`config.mk`:
```
export PLATFORM = sky130hd
export DESIGN_NAME = bcd_stopwatch_ctrl
export DESIGN_NICKNAME = d
export VERILOG_FILES = /design/src/rtl/bcd_stopwatch_ctrl.sv
export SDC_FILE = /design/constraint.sdc
export NUM_CORES = 1
export LEC_CHECK = 0
export CAP_MARGIN = 30
export CORE_ASPECT_RATIO = 1.2
export CORE_MARGIN = 10
export CORE_UTILIZATION = 40
export CTS_CLUSTER_SIZE = 12
export DETAILED_ROUTE_END_ITERATION = 8
export PLACE_DENSITY = 0.65
export SYNTH_ARGS = -nofsm -noshare
export SYNTH_HDL_FRONTEND = slang
export SYNTH_SLANG_ARGS = --single-unit
```
`constraint.sdc`:
```
create_clock -name clk -period 3.7 [get_ports clk]
set_input_delay 1.11 -clock clk [delete_from_list [all_inputs] [get_ports clk]]
set_output_delay 1.11 -clock clk [all_outputs]
set_load 0.03 [all_outputs]
```
`src/rtl/bcd_stopwatch_ctrl.sv`:
```
// Four-digit BCD stopwatch: prescaled tick drives a ripple of BCD digits under an IDLE/RUN/PAUSE/DONE FSM.
// Count moves one edge after a tick; done/wrap are registered one-cycle pulses; controls are level-sampled, no backpressure.
module bcd_stopwatch_ctrl #(
   parameter int unsigned PRESCALE = 10
) (
   input  logic        clk,
   input  logic        reset,
   input  logic        start,
   input  logic        stop,
   input  logic        clear,
   input  logic [15:0] limit,
   output logic [15:0] count,
   output logic [3:0]  digit_en,
   output logic [1:0]  state,
   output logic        done,
   output logic        wrap
);

   typedef enum logic [1:0] {
      ST_IDLE  = 2'd0,
      ST_RUN   = 2'd1,
      ST_PAUSE = 2'd2,
      ST_DONE  = 2'd3
   } state_t;

   localparam logic [15:0] PS_LAST = 16'(PRESCALE - 1);

   state_t      state_q, state_d;
   logic [15:0] presc_q, presc_d;
   logic [15:0] count_q, count_d;
   logic        done_q, done_d;
   logic        wrap_q, wrap_d;

   logic        run;
   logic        at_last;
   logic        tick;
   logic [3:0]  nine;
   logic [3:0]  den;
   logic        all_nine;
   logic [15:0] count_inc;
   logic        limit_valid;
   logic        limit_hit;

   // Tick, ripple enables and the candidate incremented count.
   always_comb begin
      run       = (state_q == ST_RUN);
      at_last   = (presc_q == PS_LAST);
      tick      = run && at_last && !stop && !clear;
      nine      = '0;
      count_inc = count_q;
      for (int i = 0; i < 4; i++) begin
         nine[i] = (count_q[4*i +: 4] == 4'd9);
      end
      den[0]   = tick;
      den[1]   = tick & nine[0];
      den[2]   = tick & (&nine[1:0]);
      den[3]   = tick & (&nine[2:0]);
      all_nine = &nine;
      for (int i = 0; i < 4; i++) begin
         if (den[i]) begin
            count_inc[4*i +: 4] = nine[i] ? 4'd0 : count_q[4*i +: 4] + 4'd1;
         end
      end
      // A limit with any non-decimal nibble can never equal a BCD count.
      limit_valid = (limit != 16'h0000) &&
                    (limit[3:0]   <= 4'd9) && (limit[7:4]   <= 4'd9) &&
                    (limit[11:8]  <= 4'd9) && (limit[15:12] <= 4'd9);
      limit_hit   = tick && limit_valid && (count_inc == limit);
   end

   always_comb begin
      state_d = state_q;
      presc_d = presc_q;
      count_d = count_q;
      wrap_d  = 1'b0;
      done_d  = 1'b0;
      unique case (state_q)
         ST_IDLE: begin
            if (clear) begin
               count_d = '0;
            end else if (!stop && start) begin
               state_d = ST_RUN;
               presc_d = '0;
            end
         end
         ST_RUN: begin
            if (clear) begin
               state_d = ST_IDLE;
               count_d = '0;
               presc_d = '0;
            end else if (stop) begin
               // Prescaler keeps running unless this was the would-be tick.
               state_d = ST_PAUSE;
               if (!at_last) begin
                  presc_d = presc_q + 16'd1;
               end
            end else begin
               presc_d = at_last ? 16'd0 : presc_q + 16'd1;
               count_d = count_inc;
               wrap_d  = tick && all_nine;
               if (limit_hit) begin
                  state_d = ST_DONE;
               end
            end
         end
         ST_PAUSE: begin
            if (clear) begin
               state_d = ST_IDLE;
               count_d = '0;
               presc_d = '0;
            end else if (!stop && start) begin
               state_d = ST_RUN;
            end
         end
         ST_DONE: begin
            if (clear) begin
               state_d = ST_IDLE;
               count_d = '0;
               presc_d = '0;
            end
         end
         default: begin
            state_d = ST_IDLE;
         end
      endcase
      done_d = (state_d == ST_DONE) && (state_q != ST_DONE);
   end

   always_ff @(posedge clk or posedge reset) begin
      if (reset) begin
         state_q <= ST_IDLE;
         presc_q <= '0;
         count_q <= '0;
         done_q  <= 1'b0;
         wrap_q  <= 1'b0;
      end else begin
         state_q <= state_d;
         presc_q <= presc_d;
         count_q <= count_d;
         done_q  <= done_d;
         wrap_q  <= wrap_d;
      end
   end

   assign count    = count_q;
   assign digit_en = den;
   assign state    = state_q;
   assign done     = done_q;
   assign wrap     = wrap_q;

endmodule

```
==> Yosys cells after proc, flatten, opt, wreduce, memory -nomap -nowiden <==
Cells that the tools add are included.
{ "word_totals": {"regBits": 36} }
{ "op_classes": {"addsub": 5, "order_cmp": 4, "eq_ne": 17, "muxes": 30, "bitwise": 3, "n_reduce_logical": 23} }
{ "op_table": {"columns": ["operator", "count"], "rows": [
  ["$mux 16", 9],
  ["$pmux 16 s3", 1],
  ["$mux 4", 8],
  ["$pmux 16 s2", 1],
  ["$add 16x1->16 const B", 1],
  ["$add 4x1->4 const B", 4],
  ["$eq 16x16->1", 1],
  ["$eq 16x4->1 const B", 1],
  ["$eq 4x4->1 const B", 4],
  ["$le 4x4->1 const B", 4],
  ["$reduce_bool 16->1", 1],
  ["$mux 2", 7],
  ["$logic_and 1x1->1", 12],
  ["$pmux 2 s4", 1],
  ["$reduce_and 4->1", 2],
  ["$eq 2x2->1 const B", 3],
  ["$ne 2x2->1 const B", 3],
  ["$ne 2x1->1 const B", 2],
  ["$ne 4x4->1 const B", 1],
  ["$reduce_and 2->1", 2],
  ["$and 1x1->1", 3],
  ["$mux 1", 3],
  ["$ne 3x3->1 const B", 1],
  ["$reduce_and 3->1", 1],
  ["other kinds (5)", 6]
]} }

==> Depth between registers and ports, before layout <==
{ "depth": {"ltp_word": 14, "ltp_mapped": 13, "ltp_nobuf": 11} }

==> Least setup slack after synthesis <==
No wires, ideal clock.
{ "synth_path": {"kind": "input to register", "start": "input stop", "end": "register state_q[1], in the netlist state[1]", "setup_time_ns": 0.087, "arrival_time_ns": 3.561, "required_time_ns": 3.613, "path_slack_ns": 0.052, "path_stages": 8, "cell_sequence": "nor4b_4 nand3_1 nor2_1 mux2_2 a2111o_1 and4bb_1 nand4_1 a211oi_2"} }
{ "synth_between": {"elab_chain_len": 11, "word_cells_on_any_way": 21, "classes_between": "eq/ne (1); mux (11); bitwise (3); reduce/logical (6)"} }
{ "synth_lines": {"columns": ["item", "line", "text"], "rows": [
  ["start, declared", "9", "input logic stop,"],
  ["$logic_not 1->1", "48", "tick = run && at_last && !stop && !clear;"],
  ["$logic_and 1x1->1 (2 in a row)", "48", null],
  ["$and 1x1->1", "56", "den[2] = tick & (&nine[1:0]);"],
  ["net digit_en[2]", "13", "output logic [3:0] digit_en,"],
  ["$mux 4", "60", "if (den[i]) begin"],
  ["$eq 16x16->1", "68", "limit_hit = tick && limit_valid && (count_inc == limit);"],
  ["$logic_and 1x1->1", "68", null],
  ["$mux 2", "101", "if (limit_hit) begin"],
  ["$mux 2", "91", "end else if (stop) begin"],
  ["$mux 2", "87", "if (clear) begin"],
  ["$pmux 2 s4", "77", "unique case (state_q)"],
  ["net state_d[1]", "28", "state_t state_q, state_d;"],
  ["end signal, assigned", "137", "state_q <= state_d;"],
  ["end, declared", "28", null]
]} }
The timed path passes the listed nets, and every way through them passes these cells.
A chain may end at the register's enable or synchronous reset.

==> Worst setup path after layout <==
{ "layout_path": {"start": "input clear", "end": "output digit_en[1]"} }
{ "layout_between": {"elab_chain_len": 3} }
{ "layout_lines": {"columns": ["item", "line", "text"], "rows": [
  ["start, declared", "10", "input logic clear,"],
  ["$logic_not 1->1", "48", null],
  ["$logic_and 1x1->1", "48", null],
  ["$and 1x1->1", "55", "den[1] = tick & nine[0];"],
  ["end, declared", "13", null]
]} }
No other way between the ends.

==> metrics.md <==
| Metric | Value |
|---|---|
| Gp weighted congestion | roughly 0.93 |
| Post-Synth Adder-Cell Area | 0.0463 |
| Gate power share | 0.129 |
| Worst path slowest cell | or4b_4 |
| Setup Crit Path Kind | in -> out |
| CTS Hold Bufs | 0 |
| Final Cycle Share | 0.953 |
| Synth Flop Type | dfrtp_1 |
| CP max stage delay | approximately 600 ps |
| Reg2Reg Depth | 11 |
| Sequential area share after synthesis | 0.333 |
| DRT iter0 DRCs | roughly 150 |
| Antenna viol nets, final | 0 |
| Die width | 95.0 um |
| CP endpoint | digit_en[1] |
| Flops & latches, synth | 36 |
| Area grow syn2layout | 31.9% |
| CTS tree | yes |
| Top cell type's share of synthesized area | 0.333 |
| Avg WL per Cell | 16.1 um |
| Routed wire length | approximately 8000 um |
| Flop-to-flop setup slack | between 500 and 600 ps |
| HP Class | reg -> reg |
| WP data arrival | 2420 ps |
| Net count after synthesis | 356 |
| Final Hold Fails | 0 |
| Post-Syn Area | ~2700 sq um |
| Pwr Density | about 220 nW/um^2 |
| Mean number of vias per cell | ~5.6 |
| Crit-path cells | dlygate4sd2_1 -> or4b_4 -> nor2_8 -> nand2_1 -> inv_1 -> buf_4 |
| Dpl ws | -225 ps |
| FF/Latch Area | 901 sq um |
| Antenna violations before repair | 0 |
| Multi-input gate area | ~1700 sq um |
| Least-Margin Pin Slew | between 500 and 600 ps |
| Startpoint Class | primary input |
| Core area | 6490 sq um |
| Post-synth ARST share | 1.00 |
| Pre-antenna DRT Iters | 4 |
| Final core occ | 0.549 |
| Clock sinks | 36 |
| Initial core utilization | 0.417 |
| Ratio of cells with drive above 1 in the final layout | 0.152 |
| Compound-Gate Fraction of Synth Area | 0.162 |
| Clock skew | approximately 6.4 ps |
| Worst vdd rail ir drop | about 0.13 mV |
| Overall die area | ~10000 sq um |
| Clock root buffer master | clkbuf_8 |
| IO buf count | 44 |
| Setup tns final | 0 ps |
| Worst R2R End | state[1]$_DFF_PP0_ |
| Status | complete, no violations |
| Post-Syn Instances | 325 |
| Post-synthesis simple-gate area fraction | 0.339 |
| Setup violators final | 0 |
| Number of synthesized flops with an enable pin | 0 |
| NetSw | 215 uW |
| Dpl hpwl | between 6000 and 7000 um |
| Worst path required time | between 2000 and 3000 ps |
| Slew headroom | 0.657 |
| Critical Path Sink Type | output port |
| YS warnings | 0 |
| Crit-path max FO | 4 |
| Fillers | approximately 640 |
| Hold Startpoint | presc_q[5]$_DFFE_PP0P_ |
| Total power draw | 792 uW |
| Height of the die | about 110 um |
| H-tree depth | 2 |
| Worst-path clk slew | 80 ps |
| Vias in the first global route | 2724 |
| Clk_lat worst skew | approximately 290 ps |
| Max cap viols | 0 |
| Fin crit period | roughly 3500 ps |
| All-Layer GR Usage | 0.156 |
| Mux cell area share after synthesis | 0.0227 |
| Reg2Reg Launch Point | presc_q[1]$_DFFE_PP0P_ |
| Syn_area_per_cell | between 8 and 9 sq um |
| Nets@finish | 432 |
| # diodes | 0 |
| Synth Area in XOR/XNOR | 0.0583 |
| Final Max Tran Viols | 0 |
| First-pass GRT wire length | between 10000 and 15000 um |
| Largest net degree at the start of global routing | 37 |
| Leading area contributor after synthesis | dfrtp_1 |
| Sequential power share | 0.503 |
| RSZ-0062 raised after global routing | no |
| Largest family of logic cells by synthesized area | simple AND/OR/NAND/NOR gates |
| Core Rows | 32 |
| Post-synthesis cell type count | 56 |
| Leak | ~1.5 nW |
| IO Pins | 45 |
| Synth top area cells | dfrtp_1 (33%), nand2_1 (6.1%), ha_1 (4.6%) |
| Drt drc | 0 |
| Clock power share | 0.367 |
| Crit. Startpoint | clear |
| Grt ovf | 0 |
| Vias | 2748 |
| Maximum buffer depth of the clock tree | 2 |
| Final worst setup slack | 173 ps |
| Sw frac | 0.272 |
| TritonCTS Buffers | 5 |
| Internal power | 577 uW |
| Max frequency | 0.284 GHz |
-- area by class of cell --
cell class / count / share of cell area
clock buffers: 5 / 0.0193
clock inverters: 3 / 0.00597
inverters: 12 / 0.0126
multi-input cells: 265 / 0.478
flip-flops and latches: 36 / 0.253
well taps: 85 / 0.0298
repair buffers: 81 / 0.202
-- critical path: cells and delay by family --
kind | cells | cell delay [ps]
AND/OR/NAND/NOR | 3 | 790
buffers and inverters | 3 | 520
-- kinds of logic (layout without fill, tap and decap cells) --
| logic type | count (synthesis) | count (layout) |
|---|---|---|
| compound gates | 68 | 68 |
| xor+xnor | 18 | 18 |
| fa+ha+maj | 10 | 10 |
| buf+inv | 24 | 101 |
| flops | 36 | 36 |
| mux | 6 | 6 |
| simple gates | 163 | 163 |
-- metal layers --
layer	track usage	wire length, um
met1	0.201	3560
met3	0.0311	478
met4	0.0396	105
met5	0	0
met2	0.260	3720
-- power groups by stage --
stage	registers (mW)	clock network [mW]	logic, mW
final	0.399	0.291	0.102
after floorplan	0.406	0	0.0440
after CTS	0.399	0.302	0.103
after global placement	0.406	0	0.103
after detailed placement	0.407	0	0.103
after global routing	0.399	0.320	0.113
-- Yosys cell counts (3+ instances only) --
library cell,n
o211ai_1,3
buf_2,4
clkbuf_1,6
and3_1,7
mux2i_1,5
nand4_1,16
inv_1,12
nor2b_1,5
or4_1,5
xnor2_1,6
o31ai_1,4
nand3b_1,4
o21ai_0,25
ha_1,10
nor2_1,30
dfrtp_1,36
nand2_1,44
xor2_1,12
a21oi_1,13
or3_1,4
nand3_1,9
and3b_1,3
nor3_1,8
nand2b_1,5
nor4_1,8
-- what timing repair did --
| action | CTS | global route |
|---|---|---|
| endpoints found under the setup margin | 2 | 3 |
| resized for setup | 3 | 1 |
| buffers inserted | 1 | 2 |
| pin swaps | 2 | 1 |
-- sequential cells by signal, indices dropped and copies added (netlist names) --
| signal | cells |
|---|---|
| wrap | 1 |
| state | 2 |
| presc_q | 16 |
| done | 1 |
| count | 16 |
-- worst min-delay path by stage --
stage	endpoint	cells after the start	slack [ps]
6_report	presc_q[5]$_DFFE_PP0P_	1	540
5_1_grt	presc_q[13]$_DFFE_PP0P_	1	580
4_1_cts	presc_q[5]$_DFFE_PP0P_	1	540
3_5_place_dp	presc_q[5]$_DFFE_PP0P_	1	520
3_3_place_gp	presc_q[6]$_DFFE_PP0P_	1	510
2_1_floorplan	presc_q[6]$_DFFE_PP0P_	1	490
-- metrics by stage --
step                      area (sq um)  instances  hold slack (ps)
final                             3560        487              540
after global routing              3560        487              582
after CTS                         3550        485              540
after detailed placement          3450        476              524
after global placement            3450        476              515
after floorplan                   2700        325              485
-- cells in the final DEF, fill, tap and decap left out, drive strengths merged, types with 3 or more instances in the layout --
master         instances
nand2                 44
o31ai                  4
a21oi                 13
mux2i                  5
nand4                 17
and3b                  3
inv                   13
a211oi                 3
o21ai                 27
xor2                  12
nor2b                  5
or3                    5
nor2                  31
o211ai                 3
clkbuf                 5
buf                   41
dfrtp                 36
nand3                  9
and3                   7
clkdlybuf4s50         38
nor4                   8
nand2b                 5
nor3                   8
nand3b                 4
ha                    10
nor4b                  3
xnor2                  6
or4                    5
No activity file was read; power rests on OpenSTA's default activity.
